**config.mk**
```make
export PLATFORM = sky130hd
export DESIGN_NAME = traffic_phase_scheduler
export DESIGN_NICKNAME = d
export VERILOG_FILES = /design/src/rtl/traffic_phase_scheduler.sv
export SDC_FILE = /design/constraint.sdc
export NUM_CORES = 1
export LEC_CHECK = 0
export CAP_MARGIN = 15
export CORE_ASPECT_RATIO = 1.4
export CORE_MARGIN = 4
export CORE_UTILIZATION = 44
export CTS_BUF_LIST = sky130_fd_sc_hd__clkbuf_16
export CTS_CLUSTER_SIZE = 14
export DETAILED_ROUTE_END_ITERATION = 7
export PLACE_DENSITY = 0.74
export SYNTH_ARGS = -nofsm -noshare
export SYNTH_HDL_FRONTEND = slang
export SYNTH_SLANG_ARGS = --single-unit
```
**constraint.sdc**
```tcl
create_clock -name clk -period 1.99 [get_ports clk]
set_input_delay 0.2985 -clock clk [delete_from_list [all_inputs] [get_ports clk]]
set_output_delay 0.2985 -clock clk [all_outputs]
set_load 0.01 [all_outputs]
```
**src/rtl/traffic_phase_scheduler.sv**
```systemverilog
// Actuated two-phase intersection scheduler: detector-driven min/max green, yellow and all-red clearance, emergency preemption.
// Latency: state, timer and pend flags register on clk; lamps and phase decode combinationally from the current state.
// Backpressure: none; detector and preempt inputs are levels sampled every cycle.
module traffic_phase_scheduler #(
  parameter int MIN_GREEN = 5,
  parameter int MAX_GREEN = 20,
  parameter int YELLOW_T  = 3,
  parameter int ALLRED_T  = 2,
  parameter int TW        = 5
) (
  input  logic       clk,
  input  logic       rst,
  input  logic       det_a,
  input  logic       det_b,
  input  logic       emg_req,
  input  logic       emg_dir,
  output logic [1:0] TL1,
  output logic [1:0] TL2,
  output logic [1:0] TL3,
  output logic [1:0] TL4,
  output logic [2:0] phase,
  output logic       pend_a,
  output logic       pend_b
);

  typedef enum logic [2:0] {
    A_GRN = 3'd0,
    A_YEL = 3'd1,
    AR_AB = 3'd2,
    B_GRN = 3'd3,
    B_YEL = 3'd4,
    AR_BA = 3'd5
  } state_t;

  localparam logic [1:0] LAMP_RED = 2'b00;
  localparam logic [1:0] LAMP_GRN = 2'b01;
  localparam logic [1:0] LAMP_YEL = 2'b10;

  // Thresholds are "last cycle" values since the timer starts at 0 on entry.
  localparam logic [TW-1:0] T_MIN = TW'(MIN_GREEN - 1);
  localparam logic [TW-1:0] T_MAX = TW'(MAX_GREEN - 1);
  localparam logic [TW-1:0] T_YEL = TW'(YELLOW_T - 1);
  localparam logic [TW-1:0] T_AR  = TW'(ALLRED_T - 1);

  state_t        state;
  state_t        state_nxt;
  logic [TW-1:0] timer;
  logic          in_green;
  logic          enter_a;
  logic          enter_b;

  assign in_green = (state == A_GRN) || (state == B_GRN);
  assign enter_a  = (state_nxt == A_GRN) && (state != A_GRN);
  assign enter_b  = (state_nxt == B_GRN) && (state != B_GRN);

  // Next-state: preemption overrides green timing but never shortens clearance.
  always_comb begin
    state_nxt = state;
    case (state)
      A_GRN: begin
        if (emg_req) begin
          if (emg_dir) state_nxt = A_YEL;
        end else if (pend_b && (timer >= T_MIN) && (!det_a || (timer >= T_MAX))) begin
          state_nxt = A_YEL;
        end
      end
      A_YEL: if (timer >= T_YEL) state_nxt = AR_AB;
      AR_AB: if (timer >= T_AR) state_nxt = (emg_req && !emg_dir) ? A_GRN : B_GRN;
      B_GRN: begin
        if (emg_req) begin
          if (!emg_dir) state_nxt = B_YEL;
        end else if (pend_a && (timer >= T_MIN) && (!det_b || (timer >= T_MAX))) begin
          state_nxt = B_YEL;
        end
      end
      B_YEL: if (timer >= T_YEL) state_nxt = AR_BA;
      AR_BA: if (timer >= T_AR) state_nxt = (emg_req && emg_dir) ? B_GRN : A_GRN;
      default: state_nxt = AR_BA;
    endcase
  end

  // State register plus interval timer; green timer saturates so a resting green never wraps.
  always_ff @(posedge clk or posedge rst) begin
    if (rst) begin
      state <= A_GRN;
      timer <= '0;
    end else begin
      state <= state_nxt;
      if (state_nxt != state)            timer <= '0;
      else if (in_green && timer == T_MAX) timer <= timer;
      else                               timer <= timer + TW'(1);
    end
  end

  // Service requests latch while the phase is not green and drop as it is granted (grant wins).
  always_ff @(posedge clk or posedge rst) begin
    if (rst) begin
      pend_a <= 1'b0;
      pend_b <= 1'b0;
    end else begin
      if (enter_a)                         pend_a <= 1'b0;
      else if (det_a && state != A_GRN)    pend_a <= 1'b1;
      if (enter_b)                         pend_b <= 1'b0;
      else if (det_b && state != B_GRN)    pend_b <= 1'b1;
    end
  end

  // Lamp decode: every unlisted state is all-red.
  always_comb begin
    TL1   = LAMP_RED;
    TL2   = LAMP_RED;
    TL3   = LAMP_RED;
    TL4   = LAMP_RED;
    phase = state;
    case (state)
      A_GRN: begin TL1 = LAMP_GRN; TL3 = LAMP_GRN; end
      A_YEL: begin TL1 = LAMP_YEL; TL3 = LAMP_YEL; end
      B_GRN: begin TL2 = LAMP_GRN; TL4 = LAMP_GRN; end
      B_YEL: begin TL2 = LAMP_YEL; TL4 = LAMP_YEL; end
      default: ;
    endcase
  end

endmodule

```
### Word-level counts from Yosys, hierarchy flattened

Index checks and enable logic that the tools add are counted.

* bits in registers: 10
* input bits: 6
* output and inout port bits: 13
* word-level logic and storage cells: 62

* add/sub/neg operators: 1
* order comparisons: 4
* equal/unequal tests: 10
* multiplexer cells: 21
* reduce and logical (&&, ||, !) cells: 22

Operators with widths (number)
* 2-to-1 mux 3 bit: 10
* one-hot mux 3 bit (6 select lines): 1
* logical AND 1 bit: 11
* 2-to-1 mux 5 bit: 2
* equality test 3 x 2 -> 1 bit, second input constant: 3
* one-hot mux 2 bit (2 select lines): 2
* equality test 3 bit, second input constant: 2
* zero test 3 bit: 2
* adder 5 x 1 -> 5 bit, second input constant: 1
* equality test 5 bit, second input constant: 1
* >= comparator 5 x 1 -> 1 bit, second input constant: 1
* >= comparator 5 x 2 -> 1 bit, second input constant: 1
* >= comparator 5 x 3 -> 1 bit, second input constant: 1
* >= comparator 5 bit, second input constant: 1
* 2-to-1 mux 1 bit: 4
* 2-to-1 mux 2 bit: 2
* nonzero test 2 bit: 2
* equality test 3 x 1 -> 1 bit, second input constant: 1
* zero test 1 bit: 3
* logical OR 1 bit: 3
* inequality test 3 x 2 -> 1 bit, second input constant: 1
* inequality test 3 bit: 1
* nonzero test 3 bit: 1
* inequality test 2 bit, second input constant: 1

### Longest topological paths before layout

Gate-level depths: netlist (run 1).

* depth after elaboration: 9
* mapped depth: 7
* depth with buffers taken out: 7

### Worst setup path after synthesis (run 1)

No wires, ideal clock.

* path kind: register -> register
* start: register timer[0]
* end: register pend_a
* setup time: 0.126 ns
* arrival time: 1.896 ns
* required time: 1.864 ns
* setup slack: -0.033 ns
* cell stages (with the launch flop): 7
* buffers on the path: 0
* clock period less this slack: 2.023 ns
* cells stage by stage: dfrtp_1 -> ha_1 -> a2111oi_4 -> nor4_2 -> o41ai_2 -> nand4_2 -> o32a_1

* cells in the longest elaborated chain, start to end: 9
* elaborated cells on any way between the ends: 23
* those cells by class: order compare (4); mux (10); reduce/logical (9)

RTL lines
* start: declaration: line 47 `logic [TW-1:0] timer;`
* start signal: assignment: line 90 `else if (in_green && timer == T_MAX) timer <= timer;`
* start signal: assignment: line 91 `else timer <= timer + TW'(1);`
* >= comparator 5 x 3 -> 1 bit / >= comparator 5 bit (equally long branches): line 63, 72
* logical AND 1 bit (tied with other cells): line 72 `end else if (pend_a && (timer >= T_MIN) && (!det_b || (timer >= T_MAX))) begin`
* logical AND 1 bit, on equally long branches: line 72, 63
* 2-to-1 mux 3 bit, on equally long branches: line 72, 63
* 2-to-1 mux 3 bit, on equally long branches: line 70, 61
* one-hot mux 3 bit (6 select lines) *: line 59 `case (state)`
* net state_nxt[0]: line 46 `state_t state_nxt;`
* zero test 3 bit *: line 53 `assign enter_a = (state_nxt == A_GRN) && (state != A_GRN);`
* logical AND 1 bit *: line 53
* 2-to-1 mux 1 bit / nonzero test 2 bit (equally long branches)
* end signal: assignment: line 98 `pend_a <= 1'b0;`
* end signal: assignment: line 101 `if (enter_a) pend_a <= 1'b0;`
* end signal: assignment: line 102 `else if (det_a && state != A_GRN) pend_a <= 1'b1;`
* end: declaration: line 22 `output logic pend_a,`

Mark *: on every way through the listed nets, which the timed path passes. The rest lies on a longest branch.
A chain may end at the register's enable or synchronous reset.

### Final worst setup path (run 1)

* start: register timer[3]
* end: register pend_a

The elaborated chain is that of the path after synthesis.

==> results_dict.tcl, run 1 <==
set metrics [dict create \
    fin_util_pct 69.4 \
    sequentialPowerShare_pct 21.3 \
    irDropWorstVdd_uv 1450 \
    synth-adder-area-share_pct 4.47 \
    worst_path_required_time_ns 2.09 \
    timing.final.hold_violations 0 \
    power_density_nw_per_um2 1730 \
    via_per_inst 5.73 \
    routed_wl_um 2160 \
    worst_setup_hold_path_clk_slew_ns 0.04 \
    avgSynthCellArea_um2 8.75 \
    clock-skew-final_ns 0.000109 \
    timing.critical_path.from_type "register" \
    drtPass1Iterations 4 \
    place.gp.congestion 0.857 \
    cpMaxStageDelayCell "dfrtp_1" \
    detail_route.iter0.violations 34 \
    worst_slew_pin_slew_ns 0.440 \
    core_um2 1780 \
    power.clock.fraction_pct 15.7 \
    internal_pwr_total_mw 1.26 \
    layout_nets 135 \
    multiInputGateArea_um2 546 \
    min_period_ns 1.96 \
    final_cell_count_no_fill 144 \
    relative_max_transition_margin_pct 70.6 \
    power.switching_fraction_pct 40.9 \
    cts_sinks 10 \
    r2r.worst_path.cells 6 \
    die-height_um 59.7 \
    ff_latch_area_um2 255 \
    detailedPlace.worstSlack_ns -0.139 \
    rows 18 \
    timing.critical_path.fanout_max 4 \
    totalPowerFinal_mw 2.14 \
    synth-compound-area-share_pct 25.3 \
    antenna_violations_before_repair 0 \
    postRouteAntennaNets 0 \
    synth-warning-count 0 \
    mostFrequentLayoutCells "15 x clkdlybuf4s50_1, 15 x buf_4, 9 x inv_1, 9 x nand2_1, 7 x nor3_1" \
    drive_above_1_share_pct 31.5 \
    globalRouteTotalUtil_pct 16.2 \
    htree_num_levels 1 \
    post_synth_main_area_contributors "dfrtp_1 30%, nor3_1 5.4%, ha_1 4.5%" \
    tritoncts "built" \
    hold-worst-slack_ns 0.332 \
    num-fill-cells 135 \
    netlist.area_leader.share_pct 29.8 \
    result_of_the_run "completed" \
    synth_top_family_by_area "compound AO/OA/AOI/OAI gates" \
    root_buffer "clkbuf_16" \
    io-pin-count 19 \
    rsz0062_at_grt "true" \
    path_class "reg -> reg" \
    report.final.setup_viol 0 \
    synth_top_cell_by_area "dfrtp_1" \
    synth_cells 96 \
    dp_hpwl_um 1640 \
    critPathMaxStageDelay_ns 0.45 \
    power.share.combinational_pct 62.9 \
    route.vias.total 825 \
    grt_first_pass_wirelength_um 3250 \
    synth_seq_cells 10 \
    syn_nets 105 \
    crit_path_cell_trace "buf_4 -> nor2_1 -> a2111oi_1 -> o41ai_2 -> nand4_2 -> o32a_1" \
    ys_seq_area_share_pct 29.8 \
    sw_pwr_uw 874 \
    dpl_cells 139 \
    synth.cell_area_um2 840 \
    report.final.slew_viol_count 0 \
    post-route-drc-count 0 \
    hp-class "in -> async" \
    cts_hold_buffers 0 \
    initial_core_util_pct 47.2 \
    clockBufferDepth 2 \
    synth_mux_area_share_pct 2.53 \
    fmax_mhz 510 \
    first_global_vias 752 \
    leakagePower_nw 0.560 \
    chipWidth_um 44.9 \
    synth_cell_types 40 \
    diodes 0 \
    drt-wirelength-per-cell_um 15.0 \
    critical_path.endpoint_type "register" \
    gr-total-overflow 0 \
    die_area_um2 2680 \
    reported_max_cap_violation_count 0 \
    yosys.area_share.simple_pct 25.2 \
    clock_insertion_delay_worst_skew_ns 0.23 \
    grt_start_max_net_pins 18 \
    flow.area_growth_from_synthesis_pct 47.1 \
    cts_buffers 3 \
    yosys.area_share.xor_xnor_pct 3.13 \
    worst-endpoint-arrival_ns 2.06 \
    io_buffers 18 \
    setup_slack_ns 0.0284 \
    period_share_pct 98.6 \
]
==> through the flow <==
| stage | TNS, ns | area, um^2 |
|---|---|---|
| after floorplan | 0 | 842 |
| after global placement | -0.277 | 1100 |
| after detailed placement | -0.766 | 1100 |
| after CTS | 0 | 1180 |
| after global routing | -0.0718 | 1230 |
| final | 0 | 1230 |
==> layout make-up <==
| class | instances | area share, % |
|---|---|---|
| clock buffer | 3 | 6.08 |
| multi-input combinational | 69 | 44.2 |
| timing repair buffer | 33 | 24.3 |
| tap | 20 | 2.03 |
| inverter | 9 | 2.74 |
| sequential | 10 | 20.7 |
==> critical path: cells and delay by family (launching register included) <==
kind	cells	cell delay, ns
buffers and inverters	1	0.18
AOI/OAI and AO/OA	3	0.88
DFF	1	0.45
and+or+nand+nor	2	0.31
==> power by group through the flow <==
stage / Sequential (mW) / Combinational (mW) / Clock [mW]
finish: 0.456 / 1.34 / 0.336
detailed placement: 0.436 / 1.23 / 0
floorplan: 0.405 / 0.729 / 0
global placement: 0.434 / 1.23 / 0
global route: 0.472 / 1.44 / 0.350
CTS: 0.444 / 1.25 / 0.340
==> synthesized netlist by cell type <==
master	instances
a21boi_0	1
buf_4	4
nand4_1	1
nand2b_1	3
nand4_2	1
nor4_4	1
a2111oi_0	1
a221oi_1	1
nand2_2	1
o32a_1	1
nor2_1	4
a31o_2	2
nand3_1	3
and2_1	1
a311o_1	1
inv_1	9
a41oi_1	1
nor4_2	1
nor3_1	9
nand2_1	9
o221ai_1	1
o211ai_1	1
o41ai_2	1
o31ai_1	1
ha_1	3
clkbuf_1	3
o41ai_1	1
o21bai_1	1
a21oi_1	3
a221o_2	1
xor2_1	1
mux2_2	1
o21ai_0	4
a2111oi_4	1
dfrtp_1	10
mux2i_1	1
clkbuf_2	1
nor2b_1	3
o221a_2	1
xnor2_1	2
==> registers in the layout, summed over array words and instances (netlist names) <==
register / flops
pend_a: 1
pend_b: 1
phase: 3
timer: 5
==> layer usage <==
| layer | part of all wire [%] | track usage [%] |
|---|---|---|
| met5 | 0 | 0 |
| met4 | 1.9 | 1.26 |
| met3 | 4.4 | 3.61 |
| met2 | 54 | 30.0 |
| met1 | 40 | 19.5 |
==> worst paths after layout <==
kind	slack, ns	start	end
max	0.03	timer[3]$_DFFE_PP0P_	pend_a$_DFFE_PP0P_
min in group clk	0.58	pend_b$_DFFE_PP0P_	pend_b$_DFFE_PP0P_
min	0.33	rst	pend_b$_DFFE_PP0P_
max reg2reg	0.03	timer[3]$_DFFE_PP0P_	pend_a$_DFFE_PP0P_
min reg2reg	0.58	pend_b$_DFFE_PP0P_	pend_b$_DFFE_PP0P_
max in group asynchronous	1.38	rst	timer[1]$_DFFE_PP0P_
==> timing repair <==
item                                   CTS  global route
pin swaps                                1             2
setup endpoints to repair               10             7
resized for setup                        5            10
buffers inserted                         0             2
endpoints found under the hold margin    0             0
==> cell families (layout without fill, tap and decap cells) <==
kind of cell	Yosys count	after routing
AO/OA/AOI/OAI	24	24
AND/OR/NAND/NOR	37	37
flip-flops	10	10
adder cells (fa/ha/maj)	3	3
multiplexers	2	2
buffers and inverters	17	45
XOR/XNOR	3	3
No activity file was read; power rests on OpenSTA's default activity.
==> inputs of run 2 (changes only) <==
--- a/config.mk
+++ b/config.mk
@@ -8,11 +8,11 @@
 export CAP_MARGIN = 15
 export CORE_ASPECT_RATIO = 1.4
 export CORE_MARGIN = 4
-export CORE_UTILIZATION = 44
+export CORE_UTILIZATION = 40
 export CTS_BUF_LIST = sky130_fd_sc_hd__clkbuf_16
 export CTS_CLUSTER_SIZE = 14
 export DETAILED_ROUTE_END_ITERATION = 7
-export PLACE_DENSITY = 0.74
+export PLACE_DENSITY = 0.68
 export SYNTH_ARGS = -nofsm -noshare
 export SYNTH_HDL_FRONTEND = slang
 export SYNTH_SLANG_ARGS = --single-unit
==> run 2 against run 1 <==
Against the previous run:
- global-route usage up 2.9 points
- final cell count rose by 6.9%
- critical path depth rose by 2
- wire length is 16% higher
- clock power up 5%
- sequential power fell by 4%
- hold slack better by 0.0051 ns
- sequential share of layout area down 1.1 points
- combinational power up 8%
- first-iteration DRC count down 26%
- die area grew 8.4%
- count of clock-buffer cells in the layout unchanged
- largest cell class unchanged
==> results_dict.tcl, run 2 (same netlist as run 1, synthesis figures left out) <==
set metrics [dict create \
    result_of_the_run "completed" \
    mostFrequentLayoutCell "buf_4" \
    drt-wirelength-per-cell_um 16.3 \
    timing.critical_path.fanout_max 5 \
    relative_max_transition_margin_pct 67.6 \
    fin_util_pct 66.2 \
    cts_hold_buffers 0 \
    critical_path.endpoint_type "register" \
    period_share_pct 99.4 \
    flow.area_growth_from_synthesis_pct 55.6 \
    via_per_inst 5.78 \
    report.final.setup_viol 0 \
    worst_setup_hold_path_clk_slew_ns 0.04 \
    min_period_ns 1.98 \
    die_area_um2 2910 \
    layout_nets 143 \
    post-route-drc-count 0 \
    tritoncts "built" \
    power.share.combinational_pct 64.6 \
    power.clock.fraction_pct 15.8 \
    globalRouteTotalUtil_pct 19.2 \
    power.switching_fraction_pct 41.0 \
    num-fill-cells 163 \
    detail_route.iter0.violations 25 \
    fmax_mhz 505 \
    first_global_vias 918 \
    route.vias.total 890 \
    io_buffers 18 \
    sequentialPowerShare_pct 19.6 \
    largest_register_ff_count 5 \
    grt_start_max_net_pins 18 \
    die-height_um 62.2 \
    core_um2 1970 \
    hp-class "in -> async" \
    postRouteAntennaNets 0 \
    timing.final.hold_violations 0 \
    rows 19 \
    registers.top_by_ff_count "timer" \
    rsz0062_at_grt "true" \
    report.final.slew_viol_count 0 \
    drive_above_1_share_pct 37.6 \
    dp_hpwl_um 1840 \
    clock_insertion_delay_worst_skew_ns 0.23 \
    worst-endpoint-arrival_ns 2.13 \
    clock-skew-final_ns 0.000445 \
    cts_sinks 10 \
    diodes 0 \
    hold-worst-slack_ns 0.337 \
    gr-total-overflow 0 \
    timing.critical_path.from_type "register" \
    drtPass1Iterations 4 \
    irDropWorstVdd_uv 1230 \
    initial_core_util_pct 42.5 \
    leakagePower_nw 0.594 \
    antenna_violations_before_repair 0 \
    clockBufferDepth 2 \
    worst_path_required_time_ns 2.14 \
    fin_tns_setup_ns 0 \
    cts_buffers 3 \
    htree_num_levels 1 \
    mostFrequentLayoutCells "22 x buf_4, 16 x clkdlybuf4s50_1, 9 x inv_1, 9 x nand2_1, 6 x dfrtp_1" \
    io-pin-count 19 \
    grt_first_pass_wirelength_um 4090 \
    reported_max_cap_violation_count 0 \
    worst_slew_pin_slew_ns 0.484 \
    routed_wl_um 2500 \
    internal_pwr_total_mw 1.32 \
    root_buffer "clkbuf_16" \
    path_class "reg -> reg" \
    place.gp.congestion 0.867 \
    sw_pwr_uw 918 \
    power_density_nw_per_um2 1720 \
    chipWidth_um 46.7 \
]
## run 2: worst paths after layout
path                       cells past startpoint                   end  slack [ns]                  from
hold reg to reg                                1    pend_a$_DFFE_PP0P_        0.56    pend_a$_DFFE_PP0P_
setup / recovery                               8  timer[1]$_DFFE_PP0P_        0.01  timer[1]$_DFFE_PP0P_
max in group asynchronous                      2  timer[1]$_DFFE_PP0P_        1.37                   rst
hold / removal                                 2    pend_b$_DFFE_PP0P_        0.34                   rst
setup reg to reg                               8  timer[1]$_DFFE_PP0P_        0.01  timer[1]$_DFFE_PP0P_
min in group clk                               1    pend_a$_DFFE_PP0P_        0.56    pend_a$_DFFE_PP0P_
## run 2: cell type report
| class | instances | area [um^2] | area share [%] |
|---|---|---|---|
| Timing Repair Buffer | 41 | 362 | 27.7 |
| Multi-Input combinational cell | 69 | 551 | 42.1 |
| Sequential cell | 10 | 255 | 19.5 |
| Clock buffer | 3 | 75.1 | 5.75 |
| Inverter | 9 | 33.8 | 2.59 |
| Tap cell | 21 | 26.3 | 2.01 |
| Clock inverter | 1 | 3.75 | 0.287 |
## run 2: what timing repair did
action,in CTS,in global routing
pin swaps,1,4
resized for setup,2,14
setup buffers,0,3
setup endpoints to repair,7,14
## run 2: power by group through the flow
stage | combinational (mW) | sequential [mW] | clock, mW
finish | 1.45 | 0.440 | 0.353
global route | 1.57 | 0.454 | 0.371
CTS | 1.34 | 0.434 | 0.356
detailed placement | 1.32 | 0.431 | 0
global placement | 1.31 | 0.429 | 0
floorplan | 0.729 | 0.405 | 0
## run 2: stage by stage
stage	instances	area (um^2)	setup slack (ns)	total power, mW
final	154	1310	0.0112	2.24
after CTS	151	1230	0.000444	2.13
after global routing	154	1310	-0.102	2.39
after floorplan	96	842	0.0180	1.13
after global placement	147	1150	-0.0617	1.74
after detailed placement	147	1150	-0.0742	1.76
## run 2: worst max-delay path, stage by stage, from the launching register on
cell and delay, ns:
dfrtp_2 0.41, buf_4 0.14, ha_2 0.19, a2111oi_4 0.24, a221o_2 0.24, nand2_1 0.07
buf_4 0.13, o221a_2 0.29, nor3_1 0.18
## run 2: metal layers
| layer | up-vias | global-route usage (%) | wire (um) |
|---|---|---|---|
| met5 | - | 0 | 0 |
| li1 | 421 | - | - |
| met4 | 0 | 6.23 | 83 |
| met3 | 11 | 6.65 | 142 |
| met1 | 419 | 21.0 | 947 |
| met2 | 39 | 32.8 | 1330 |
